`config.mk`:
```
export PLATFORM = sky130hd
export DESIGN_NAME = cell_row_loader
export DESIGN_NICKNAME = d
export VERILOG_FILES = /design/src/rtl/cell_row_loader.sv
export SDC_FILE = /design/constraint.sdc
export NUM_CORES = 1
export LEC_CHECK = 0
export ABC_AREA = 1
export CAP_MARGIN = 25
export CORE_ASPECT_RATIO = 1.75
export CORE_MARGIN = 5
export CORE_UTILIZATION = 44
export DETAILED_ROUTE_END_ITERATION = 8
export GPL_TIMING_DRIVEN = 0
export PLACE_DENSITY = 0.74
export SLEW_MARGIN = 20
export SYNTH_ARGS = -nofsm -noshare
export SYNTH_HDL_FRONTEND = slang
export SYNTH_SLANG_ARGS = --single-unit
```
`constraint.sdc`:
```
create_clock -name clk -period 1.5 [get_ports clk]
set_clock_uncertainty 0.15 [all_clocks]
set_input_delay 0.225 -clock clk [delete_from_list [all_inputs] [get_ports clk]]
set_output_delay 0.225 -clock clk [all_outputs]
set_load 0.02 [all_outputs]
```
`src/rtl/cell_row_loader.sv`:
```
// Avalon-MM loader for one logic cell row: stages RAM truth tables and Linux inputs.
// Build option CELL_ROW_LOADER_READBACK_EN makes staging and shadow words readable.
module cell_row_loader #(
    parameter int unsigned DIMX       = 64,
    parameter int unsigned PORT_WIDTH = 32,
    parameter int unsigned SLOTS      = DIMX * 4 / PORT_WIDTH,
    parameter int unsigned LIN_WORDS  = DIMX / PORT_WIDTH,
    parameter int unsigned WE_HOLD    = 2,
    parameter int unsigned ADDR_W     = 8
) (
    input  logic                  clk,
    input  logic                  rst,
    input  logic [ADDR_W-1:0]     avs_address,
    input  logic                  avs_write,
    input  logic [PORT_WIDTH-1:0] avs_writedata,
    input  logic                  avs_read,
    output logic [PORT_WIDTH-1:0] avs_readdata,
    output logic                  avs_waitrequest,
    output logic [DIMX*4-1:0]     set_ram,
    output logic [SLOTS-1:0]      we_ram,
    output logic [DIMX-1:0]       out_linux,
    output logic                  busy,
    output logic                  done_irq
);

    localparam int unsigned HW = (WE_HOLD > 1) ? $clog2(WE_HOLD) : 1;
    localparam logic [HW-1:0] HOLD_LAST = HW'(WE_HOLD - 1);
    localparam logic [ADDR_W-1:0] SLOTS_A = ADDR_W'(SLOTS);
    localparam logic [ADDR_W-1:0] CTRL_A = ADDR_W'(SLOTS + LIN_WORDS);

    typedef enum logic [1:0] {StIdle, StLoad, StFin} state_e;

    state_e                  state_q, state_d;
    logic [HW-1:0]           hold_q, hold_d;
    logic [SLOTS-1:0]        we_ram_q, we_ram_d;
    logic                    busy_q, irq_q, irq_d, done_q;
    logic [DIMX*4-1:0]       set_ram_q;
    logic [DIMX-1:0]         out_linux_q;
    logic [PORT_WIDTH-1:0]   readdata_q, rdata;
    logic [PORT_WIDTH-1:0]   staging_q [SLOTS];
    logic [PORT_WIDTH-1:0]   shadow_q [LIN_WORDS];

    logic stage_hit, stage_wr, ctrl_wr, start;

    assign stage_hit = avs_write && (avs_address < SLOTS_A);
    assign stage_wr  = stage_hit && !busy_q;
    assign ctrl_wr   = avs_write && (avs_address == CTRL_A);
    assign start     = ctrl_wr && avs_writedata[0] && (state_q == StIdle);

    // Staging writes stall while a commit reads them; everything else is accepted at once.
    assign avs_waitrequest = stage_hit && busy_q;

    assign avs_readdata = readdata_q;
    assign set_ram      = set_ram_q;
    assign we_ram       = we_ram_q;
    assign out_linux    = out_linux_q;
    assign busy         = busy_q;
    assign done_irq     = irq_q;

    always_comb begin
        state_d  = state_q;
        hold_d   = hold_q;
        we_ram_d = we_ram_q;
        irq_d    = 1'b0;
        unique case (state_q)
            StIdle: begin
                if (start) begin
                    state_d  = StLoad;
                    hold_d   = '0;
                    we_ram_d = SLOTS'(1);
                end
            end
            StLoad: begin
                if (hold_q == HOLD_LAST) begin
                    hold_d = '0;
                    if (we_ram_q[SLOTS-1]) begin
                        state_d  = StFin;
                        we_ram_d = '0;
                    end else begin
                        we_ram_d = we_ram_q << 1;
                    end
                end else begin
                    hold_d = hold_q + 1'b1;
                end
            end
            StFin: begin
                state_d = StIdle;
                irq_d   = 1'b1;
            end
            default: state_d = StIdle;
        endcase
    end

    always_ff @(posedge clk or negedge rst) begin
        if (!rst) begin
            state_q  <= StIdle;
            hold_q   <= '0;
            we_ram_q <= '0;
            busy_q   <= 1'b0;
            irq_q    <= 1'b0;
        end else begin
            state_q  <= state_d;
            hold_q   <= hold_d;
            we_ram_q <= we_ram_d;
            busy_q   <= (state_d != StIdle);
            irq_q    <= irq_d;
        end
    end

    always_comb begin
        rdata = '0;
        if (avs_address == CTRL_A) begin
            rdata = {{(PORT_WIDTH-2){1'b0}}, done_q, busy_q};
        end
`ifdef CELL_ROW_LOADER_READBACK_EN
        for (int unsigned k = 0; k < SLOTS; k++) begin
            if (avs_address == ADDR_W'(k)) rdata = staging_q[k];
        end
        for (int unsigned j = 0; j < LIN_WORDS; j++) begin
            if (avs_address == ADDR_W'(SLOTS + j)) rdata = shadow_q[j];
        end
`endif
    end

    always_ff @(posedge clk or negedge rst) begin
        if (!rst) begin
            set_ram_q   <= '0;
            out_linux_q <= '0;
            done_q      <= 1'b0;
            readdata_q  <= '0;
            for (int unsigned k = 0; k < SLOTS; k++) staging_q[k] <= '0;
            for (int unsigned j = 0; j < LIN_WORDS; j++) shadow_q[j] <= '0;
        end else begin
            if (start) begin
                for (int unsigned k = 0; k < SLOTS; k++) begin
                    set_ram_q[k*PORT_WIDTH +: PORT_WIDTH] <= staging_q[k];
                end
            end
            if (start || (ctrl_wr && avs_writedata[2])) done_q <= 1'b0;
            // A finishing commit always leaves done set, even against a same-cycle CLR_DONE.
            if (irq_d) done_q <= 1'b1;
            if (ctrl_wr && avs_writedata[1]) begin
                for (int unsigned j = 0; j < LIN_WORDS; j++) begin
                    out_linux_q[j*PORT_WIDTH +: PORT_WIDTH] <= shadow_q[j];
                end
            end
            for (int unsigned k = 0; k < SLOTS; k++) begin
                if (stage_wr && avs_address == ADDR_W'(k)) staging_q[k] <= avs_writedata;
            end
            for (int unsigned j = 0; j < LIN_WORDS; j++) begin
                if (avs_write && avs_address == ADDR_W'(SLOTS + j)) shadow_q[j] <= avs_writedata;
            end
            if (avs_read) readdata_q <= rdata;
        end
    end

endmodule

```
==> impl_metrics.toml, run 1 <==
[clock_tree]
cts.clk_slew.worst_paths_ns = 0.07
cts_buffer_depth = 3
clk_root_buffer_cell = "clkbuf_16"
numCtsBuffers = 55
htreeDepth = 2
cts_hold_buf = 6
clock-sinks = 656
clk_latency_ns = 0.59
cts_tree = "built"

[synth]
synth_top_area_frac = 0.620
seq_area_frac_synth = 0.620
ys_types = 19
synth_cells = 2914
yosys-top-cells-area = "dfrtp_1 62%, nand2_1 13%, nand4_1 6.0%"
synth_seq_cells = 656
syn_avg_cell_area_um2 = 9.09
synthesis.area_um2 = 26500
yosys_warnings = 0
yosys.area.top_type = "dfrtp_1"

[timing]
grt_setup_unrepaired = "yes"
fmax_mhz = 535
hold_viol_final = 309
setup_tns_ns = -178.12
drv_slew = 0
relSlewSlack = 0.216
holdWs_ns = -0.628
post-route-period-util = 1.25
setup_viol = 916
fin_ws_ns = -0.369
worst_pin_slew_ns = 1.18
period_needed_ns = 1.87

[setup_path]
crit_start = "busy$_DFF_PN0_"
reg2reg_from = "state_q[1]$_DFF_PN0_"
reg2reg_depth = 7
r2r-end = "set_ram[75]$_DFFE_PN0P_"
worstSetupEndpointType = "primary output"
arrival_ns = 1.49
regToRegSetupSlack_ns = -0.32
endpoint = "avs_waitrequest"
critPathLaunchType = "register"
critPathKind = "reg -> out"
required_ns = 1.12
cp_max_fo = 2

[run_status]
violations = "hold timing, setup timing"
outcome = "finished, violations left"

[floorplan]
fp.dieW_um = 195
rows = 119
core-area_um2 = 60000
io_pins = 407
die-area_um2 = 65400
die_y_um = 335
start_util = 0.441

[global_routing]
grt_antenna_before_repair = 2
first_global_vias = 21922
grt_max_degree = 103
grt_pass1_wl_mm = 134
grt_usage = 0.270
overflow = 0

[place]
postPlaceCellArea_um2 = 31300
post-place-cells = 4084
place_congestion = 0.849
place_ws_ns = -1.59
io_buffers = 344
place_hpwl_mm = 62.6

[pwr]
intPower_mw = 26.7
p_sw_frac = 0.227
finalPower_mw = 34.5
switching_power_mw = 7.81
pwr-share-clk = 0.436
ir_drop_uv = 923
leakage_nw = 18.1
combinationalPowerShare = 0.045
p_per_area_nw_per_um2 = 995
power_frac_seq = 0.518

[run]
cap_violations = 0

[finish]
most-common-layout-cells = "924 x nand2_1, 655 x dfrtp_1, 364 x inv_1, 330 x dlygate4sd2_1, 256 x nand4_1"
area_growth_pct = 30.9
fin_area_um2 = 34700
layout_commonest_cell = "nand2_1"
final_cell_count_no_fill = 4247
layout-drive-gt1-share = 0.127
fin_nets = 3456

[worst_hold_path]
min_path_type = "in -> async"

[route]
drc = 0
drtPass1Iterations = 6
first_iter_violations = 1772
wirelength_mm = 91.8
postRouteAntennaNets = 0
vias = 22154
viasPerCell = 5.22
wire_per_inst_um = 21.6
## logic make-up (layout without fill, tap and decap cells)
kind of cell / after synthesis / in the layout / synth area share
other: 1 / 35 / 0.000142
AND/OR/NAND/NOR: 1249 / 1249 / 0.203
flip-flops: 656 / 656 / 0.620
buffers and inverters: 620 / 1133 / 0.104
AO/OA/AOI/OAI: 388 / 388 / 0.0733
## Yosys cell counts
cell / count
nor2_1: 27
buf_6: 25
or2_2: 1
nand2_1: 940
nand3_1: 20
buf_2: 87
clkbuf_1: 109
o21ai_1: 264
inv_1: 365
nand4_1: 256
inv_2: 1
dfrtp_1: 656
nor4_1: 1
o21ai_0: 124
nand2_2: 1
buf_4: 33
conb_1: 1
nor2_4: 1
nor3_1: 2
## layer usage
metal  up-vias  track usage  part of all wire
met5         -            0                 0
met4         0        0.119             0.052
met3       207       0.0515             0.085
met2       929        0.465              0.50
met1     10798        0.331              0.36
li1      10220            -                 -
## power by group through the flow
stage	combinational (mW)	clock (mW)	sequential [mW]
floorplan	0.474	0	18.2
global placement	1.15	0	18.2
detailed placement	1.41	0	18.2
CTS	1.51	15.2	17.9
global route	1.68	15.9	17.9
finish	1.57	15.0	17.9
## state kept, by name, summed over array words and instances, names as in the netlist
signal / count
avs_readdata: 2
busy: 1
done_irq: 1
done_q: 1
hold_q: 1
out_linux: 64
set_ram: 256
shadow_q: 64
staging_q: 256
state_q: 2
we_ram: 8
## metrics by stage
step	hold WS (ns)	util
final	-0.628	0.578
after global routing	-0.626	0.577
after CTS	-0.601	0.564
after detailed placement	0.0462	0.522
after global placement	0.303	0.518
after floorplan	-0.221	-
## worst min-delay path by stage
stage / from / end / cells past startpoint
after floorplan: rst / avs_readdata[0]$_DFFE_PN0P_ / 0
after global placement: staging_q[1]$_DFFE_PN0P_ / staging_q[1]$_DFFE_PN0P_ / 2
after detailed placement: rst / set_ram[196]$_DFFE_PN0P_ / 1
after CTS: rst / set_ram[196]$_DFFE_PN0P_ / 1
after global routing: rst / set_ram[196]$_DFFE_PN0P_ / 1
final: rst / set_ram[196]$_DFFE_PN0P_ / 1
## final cells by class
class	instances	area (um^2)
diodes	5	12.5
multi-input cells	1667	7730
repair buffers	412	4180
clock inverters	18	224
well taps	786	983
fillers	5280	25300
inverters	366	1370
flip-flops and latches	656	16400
clock buffers	83	1650
plain buffers	254	2090
## critical path, cell delays in order, from the launching register on
cell	delay [ns]
dfrtp_1	0.38
inv_2	0.06
clkbuf_16	0.15
nor4_4	0.12
buf_4	0.19
## what timing repair did
| action | 4_1_cts | 5_1_grt |
|---|---|---|
| setup endpoints to repair | 1067 | 1143 |
| pin swaps | 24 | 3 |
| resized for setup | 504 | 190 |
| endpoints found under the hold margin | 329 | 309 |
| gates cloned | 12 | 12 |
| buffers inserted | 21 | 5 |
No activity file was read; power rests on OpenSTA's default activity.
==> run 2: changes to the inputs <==
--- a/config.mk
+++ b/config.mk
@@ -7,12 +7,13 @@
 export LEC_CHECK = 0
 export ABC_AREA = 1
 export CAP_MARGIN = 25
+export CELL_PAD_IN_SITES_DETAIL_PLACEMENT = 1
+export CELL_PAD_IN_SITES_GLOBAL_PLACEMENT = 2
 export CORE_ASPECT_RATIO = 1.75
 export CORE_MARGIN = 5
-export CORE_UTILIZATION = 44
+export CORE_UTILIZATION = 30
 export DETAILED_ROUTE_END_ITERATION = 8
-export GPL_TIMING_DRIVEN = 0
-export PLACE_DENSITY = 0.74
+export PLACE_DENSITY = 0.8
 export SLEW_MARGIN = 20
 export SYNTH_ARGS = -nofsm -noshare
 export SYNTH_HDL_FRONTEND = slang
==> impl_metrics.toml, run 2 (synthesis gave the netlist of run 1 again) <==
[setup_path]
worstSetupEndpointType = "register"
worst-path-stages = 8
critPathLaunchType = "register"
cp_common_cell = "clkbuf_16"
cp_max_fo = 6
slowest_delay_ns = 0.39
slowest_stage = "dfrtp_1"
arrival_ns = 2.21
reg2reg_depth = 8
cp_top_family = "buffers and inverters"
critPathKind = "reg -> reg"
path_cells = "nor3_2, buf_4, nand3_4, buf_12, clkbuf_16, clkbuf_16, nand2_1, o21ai_1"
required_ns = 1.88
critPathBufInv = 4

[place]
place_congestion = 0.758
post-place-cells = 4430
place_hpwl_mm = 67.8
place_ws_ns = -0.996
postPlaceCellArea_um2 = 33000
io_buffers = 376

[finish]
fin_area_um2 = 40100
final_cell_count_no_fill = 4765
most-common-layout-cells = "807 x nand2_1, 647 x dfrtp_1, 363 x inv_1, 361 x buf_6, 256 x nand4_1"
layout-drive-gt1-share = 0.313
layout_commonest_cell = "nand2_1"
fin_nets = 3591
area_growth_pct = 51.5
fin_util = 0.456
n_fill_cell = 9697

[timing]
fin_ws_ns = -0.333
hold_viol_final = 0
fmax_mhz = 545
post-route-period-util = 1.22
setup_viol = 852
holdWs_ns = 0.0396
grt_setup_unrepaired = "yes"
drv_slew = 0
period_needed_ns = 1.83

[floorplan]
fp.dieW_um = 235
start_util = 0.301
die-area_um2 = 94500
die_y_um = 403
core-area_um2 = 87900
io_pins = 407
rows = 144

[pwr]
ir_drop_uv = 796
p_per_area_nw_per_um2 = 915
leakage_nw = 19.3

[clock_tree]
cts_tree = "built"
clk_root_buffer_cell = "clkbuf_16"
cts_buffer_depth = 3
cts.clk_slew.worst_paths_ns = 0.07
clk_latency_ns = 0.64
htreeDepth = 2
numCtsBuffers = 61
clock-sinks = 656

[route]
wire_per_inst_um = 24.1
viasPerCell = 4.87
postRouteAntennaNets = 0
first_iter_violations = 1501
drtPass1Iterations = 5
wirelength_mm = 115
drc = 0
vias = 23184

[run_status]
outcome = "finished, violations left"
violations = "setup timing"

[global_routing]
grt_pass1_wl_mm = 148
overflow = 0
grt_usage = 0.206
grt_max_degree = 71
first_global_vias = 22856
grt_antenna_before_repair = 10

[worst_hold_path]
min_path_type = "in -> async"

[run]
cap_violations = 0
-- run 2: cell count changes in the layout (fill, tap and decap cells not counted), moves of 33 or more --
| cell | previous run | this run |
|---|---|---|
| buf_12 | 25 | 80 |
| buf_2 | 53 | 1 |
| buf_4 | 57 | 221 |
| buf_6 | 53 | 361 |
| clkbuf_1 | 44 | 11 |
| clkbuf_16 | 77 | 123 |
| clkbuf_2 | 53 | 1 |
| dlygate4sd2_1 | 330 | 0 |
| nand2_1 | 924 | 807 |
| nand2_4 | 5 | 91 |
| o21ai_1 | 250 | 175 |
| o21ai_2 | 14 | 94 |
-- run 2: layout make-up --
cell class	count	area, um^2	share of cell area
antenna	4	10.0	0.000249
clock buffer	81	1710	0.0427
clock inverter	28	409	0.0102
inverter	366	1380	0.0344
multi-input combinational	1667	8800	0.219
sequential	656	16400	0.409
tap	1168	1460	0.0364
timing repair buffer	795	9930	0.247
-- run 2: stage by stage --
| stage | total power, mW | setup TNS [ns] |
|---|---|---|
| 2_1_floorplan | 18.7 | -33.21 |
| 3_3_place_gp | 20.0 | -544.64 |
| 3_5_place_dp | 20.0 | -557.45 |
| 4_1_cts | 36.9 | -106.14 |
| 5_1_grt | 37.9 | -153.06 |
| 6_report | 36.7 | -108.64 |
-- run 2: final timing paths --
path | start | endpoint | slack (ns)
max | state_q[1]$_DFF_PN0_ | set_ram[66]$_DFFE_PN0P_ | -0.33
min | rst | set_ram[232]$_DFFE_PN0P_ | 0.04
max reg2reg | state_q[1]$_DFF_PN0_ | set_ram[66]$_DFFE_PN0P_ | -0.33
min reg2reg | staging_q[230]$_DFFE_PN0P_ | staging_q[230]$_DFFE_PN0P_ | 0.32
max in group asynchronous | rst | set_ram[201]$_DFFE_PN0P_ | 0.28
min in group clk | avs_address[1] | shadow_q[63]$_DFFE_PN0P_ | 0.11
-- run 2: power by group --
| part | internal (mW) | switching, mW | leakage [nW] | total (mW) |
|---|---|---|---|---|
| Clock | 9.72 | 7.17 | 1.04 | 16.9 |
| Combinational | 0.625 | 1.31 | 9.17 | 1.93 |
| Sequential | 17.8 | 0.0802 | 9.13 | 17.9 |
-- run 2: metal layers --
layer | up-vias | GRT usage | part of all wire | wire (um)
met2 | 710 | 0.353 | 0.51 | 58500
met1 | 11806 | 0.274 | 0.41 | 46800
met3 | 165 | 0.0315 | 0.053 | 6090
met4 | 8 | 0.0516 | 0.031 | 3540
li1 | 10495 | - | - | -
met5 | - | 0 | 0.00039 | 45
-- run 2: worst min-delay path, cell delays in order --
cell and delay [ns]:
dlygate4sd3_1 0.56, buf_8 0.19, buf_12 0.19
-- run 2: timing repair --
item / CTS / global route
setup buffers: 109 / 23
hold buffers: 2 / 0
resized for setup: 2022 / 418
setup endpoints to repair: 919 / 939
hold endpoints to repair: 656 / 0
pin swaps: 3 / 16
cloned: 4 / 84
==> run 3: changes to the inputs <==
--- a/config.mk
+++ b/config.mk
@@ -9,7 +9,7 @@
 export CAP_MARGIN = 25
 export CELL_PAD_IN_SITES_DETAIL_PLACEMENT = 1
 export CELL_PAD_IN_SITES_GLOBAL_PLACEMENT = 2
-export CORE_ASPECT_RATIO = 1.75
+export CORE_ASPECT_RATIO = 0.8
 export CORE_MARGIN = 5
 export CORE_UTILIZATION = 30
 export DETAILED_ROUTE_END_ITERATION = 8
==> impl_metrics.toml, run 3 (synthesis gave the netlist of run 1 again) <==
[run_status]
violations = "setup timing"
outcome = "finished, violations left"

[setup_path]
required_ns = 1.12
critPathLaunchType = "register"
worstSetupEndpointType = "primary output"
critPathKind = "reg -> out"
arrival_ns = 1.51
regToRegSetupSlack_ns = -0.35
cp_max_fo = 3

[clock_tree]
cts_buffer_depth = 3
cts.clk_slew.worst_paths_ns = 0.06
clk_root_buffer_cell = "clkbuf_16"
cts_tree = "built"
htreeDepth = 3
clock-sinks = 656
numCtsBuffers = 73
clk_latency_ns = 0.63

[global_routing]
grt.busiest_layer = "met2"
grt_usage = 0.210
grt_max_degree = 74
overflow = 0
grt_antenna_before_repair = 10
grt_pass1_wl_mm = 150
first_global_vias = 22937
grt_use_met3 = 0.0357
grtUsageMet2 = 0.344
grt_util_met1 = 0.289

[route]
wire_per_inst_um = 23.5
viasPerCell = 4.83
first_iter_violations = 1566
postRouteAntennaNets = 0
vias = 23084
drtPass1Iterations = 6
drc = 0
wirelength_mm = 112

[pwr]
leakage_nw = 19.4
finalPower_mw = 38.0
intPower_mw = 28.9
switching_power_mw = 9.09
p_per_area_nw_per_um2 = 941
combinationalPowerShare = 0.050
ir_drop_uv = 670
p_sw_frac = 0.239
pwr-share-clk = 0.480
power_frac_seq = 0.470

[finish]
layout-drive-gt1-share = 0.320
layout_commonest_cell = "nand2_1"
fin_nets = 3572
most-common-layout-cells = "775 x nand2_1, 648 x dfrtp_1, 364 x inv_1, 353 x buf_6, 256 x nand4_1"
fin_area_um2 = 40400
n_fill_cell = 9553
area_growth_pct = 52.6

[floorplan]
start_util = 0.303
rows = 97
die_y_um = 276
core-area_um2 = 87500
die-area_um2 = 94300
fp.dieW_um = 342
io_pins = 407

[timing]
holdWs_ns = 0.0622
period_needed_ns = 1.88
setup_tns_ns = -118.39
drv_slew = 0
fmax_mhz = 531
post-route-period-util = 1.26
hold_viol_final = 0
setup_viol = 874
grt_setup_unrepaired = "yes"
fin_ws_ns = -0.383

[place]
place_hpwl_mm = 64.3
place_congestion = 0.753
postPlaceCellArea_um2 = 32900
io_buffers = 376
place_ws_ns = -0.763

[worst_hold_path]
min_path_type = "in -> async"

[run]
cap_violations = 0
[run 3: cell count changes in the layout (fill, tap and decap cells not counted), sizes merged]
cell / change
clkdlybuf4s50: +4
clkinvlp: -3
buf: -19
inv: +3
clkbuf: +17
clkinv: -2
bufinv: -7
dlygate4sd3: +5
dlymetal6s2s: -8
[run 3: critical path, cell delays in order (launching register included)]
cell and delay [ns]:
dfrtp_2 0.46, inv_12 0.04, nor4_4 0.21, buf_6 0.17
[run 3: cell type report]
cell class / count / area, um^2 / share of cell area
multi-input cells: 1667 / 8860 / 0.219
clock buffers: 112 / 2160 / 0.0535
repair inverters: 1 / 8.76 / 0.000217
inverters: 366 / 1390 / 0.0343
clock inverters: 18 / 214 / 0.00530
well taps: 1188 / 1490 / 0.0368
diodes: 4 / 10.0 / 0.000248
repair buffers: 763 / 9850 / 0.244
flip-flops and latches: 656 / 16400 / 0.407
[run 3: timing repair]
item / CTS / global route
hold buffers: 7 / 0
buffers inserted: 107 / 17
gates cloned: 19 / 67
setup endpoints to repair: 860 / 986
pin swaps: 4 / 11
hold endpoints to repair: 701 / 0
gates resized for setup: 2101 / 361
[run 3: worst paths after layout]
| check | start | endpoint | cells after the start |
|---|---|---|---|
| min reg2reg | staging_q[141]$_DFFE_PN0P_ | staging_q[141]$_DFFE_PN0P_ | 2 |
| max | busy$_DFF_PN0_ | avs_waitrequest | 3 |
| min | rst | staging_q[151]$_DFFE_PN0P_ | 3 |
| max reg2reg | state_q[1]$_DFF_PN0_ | set_ram[24]$_DFFE_PN0P_ | 9 |
| min in group clk | avs_read | avs_readdata[0]$_DFFE_PN0P_ | 2 |
| max in group asynchronous | rst | set_ram[147]$_DFFE_PN0P_ | 3 |
[run 3: routing by layer]
layer,part of all wire,wire length (um)
met1,0.43,47900
met2,0.49,54800
met3,0.057,6420
met4,0.028,3170
met5,0.00012,13
[run 3: metrics by stage]
stage / utilization / instances
6_report: 0.462 / 4775
5_1_grt: 0.462 / 4773
4_1_cts: 0.429 / 4691
3_5_place_dp: 0.376 / 4428
3_3_place_gp: 0.376 / 4428
2_1_floorplan: - / 2943
[run 3: power groups by stage]
stage | Clock [mW] | Combinational [mW] | Sequential [mW]
4_1_cts | 18.5 | 1.81 | 17.9
3_3_place_gp | 0 | 1.75 | 18.2
2_1_floorplan | 0 | 0.474 | 18.2
5_1_grt | 19.3 | 2.03 | 17.9
3_5_place_dp | 0 | 1.76 | 18.2
6_report | 18.2 | 1.90 | 17.9
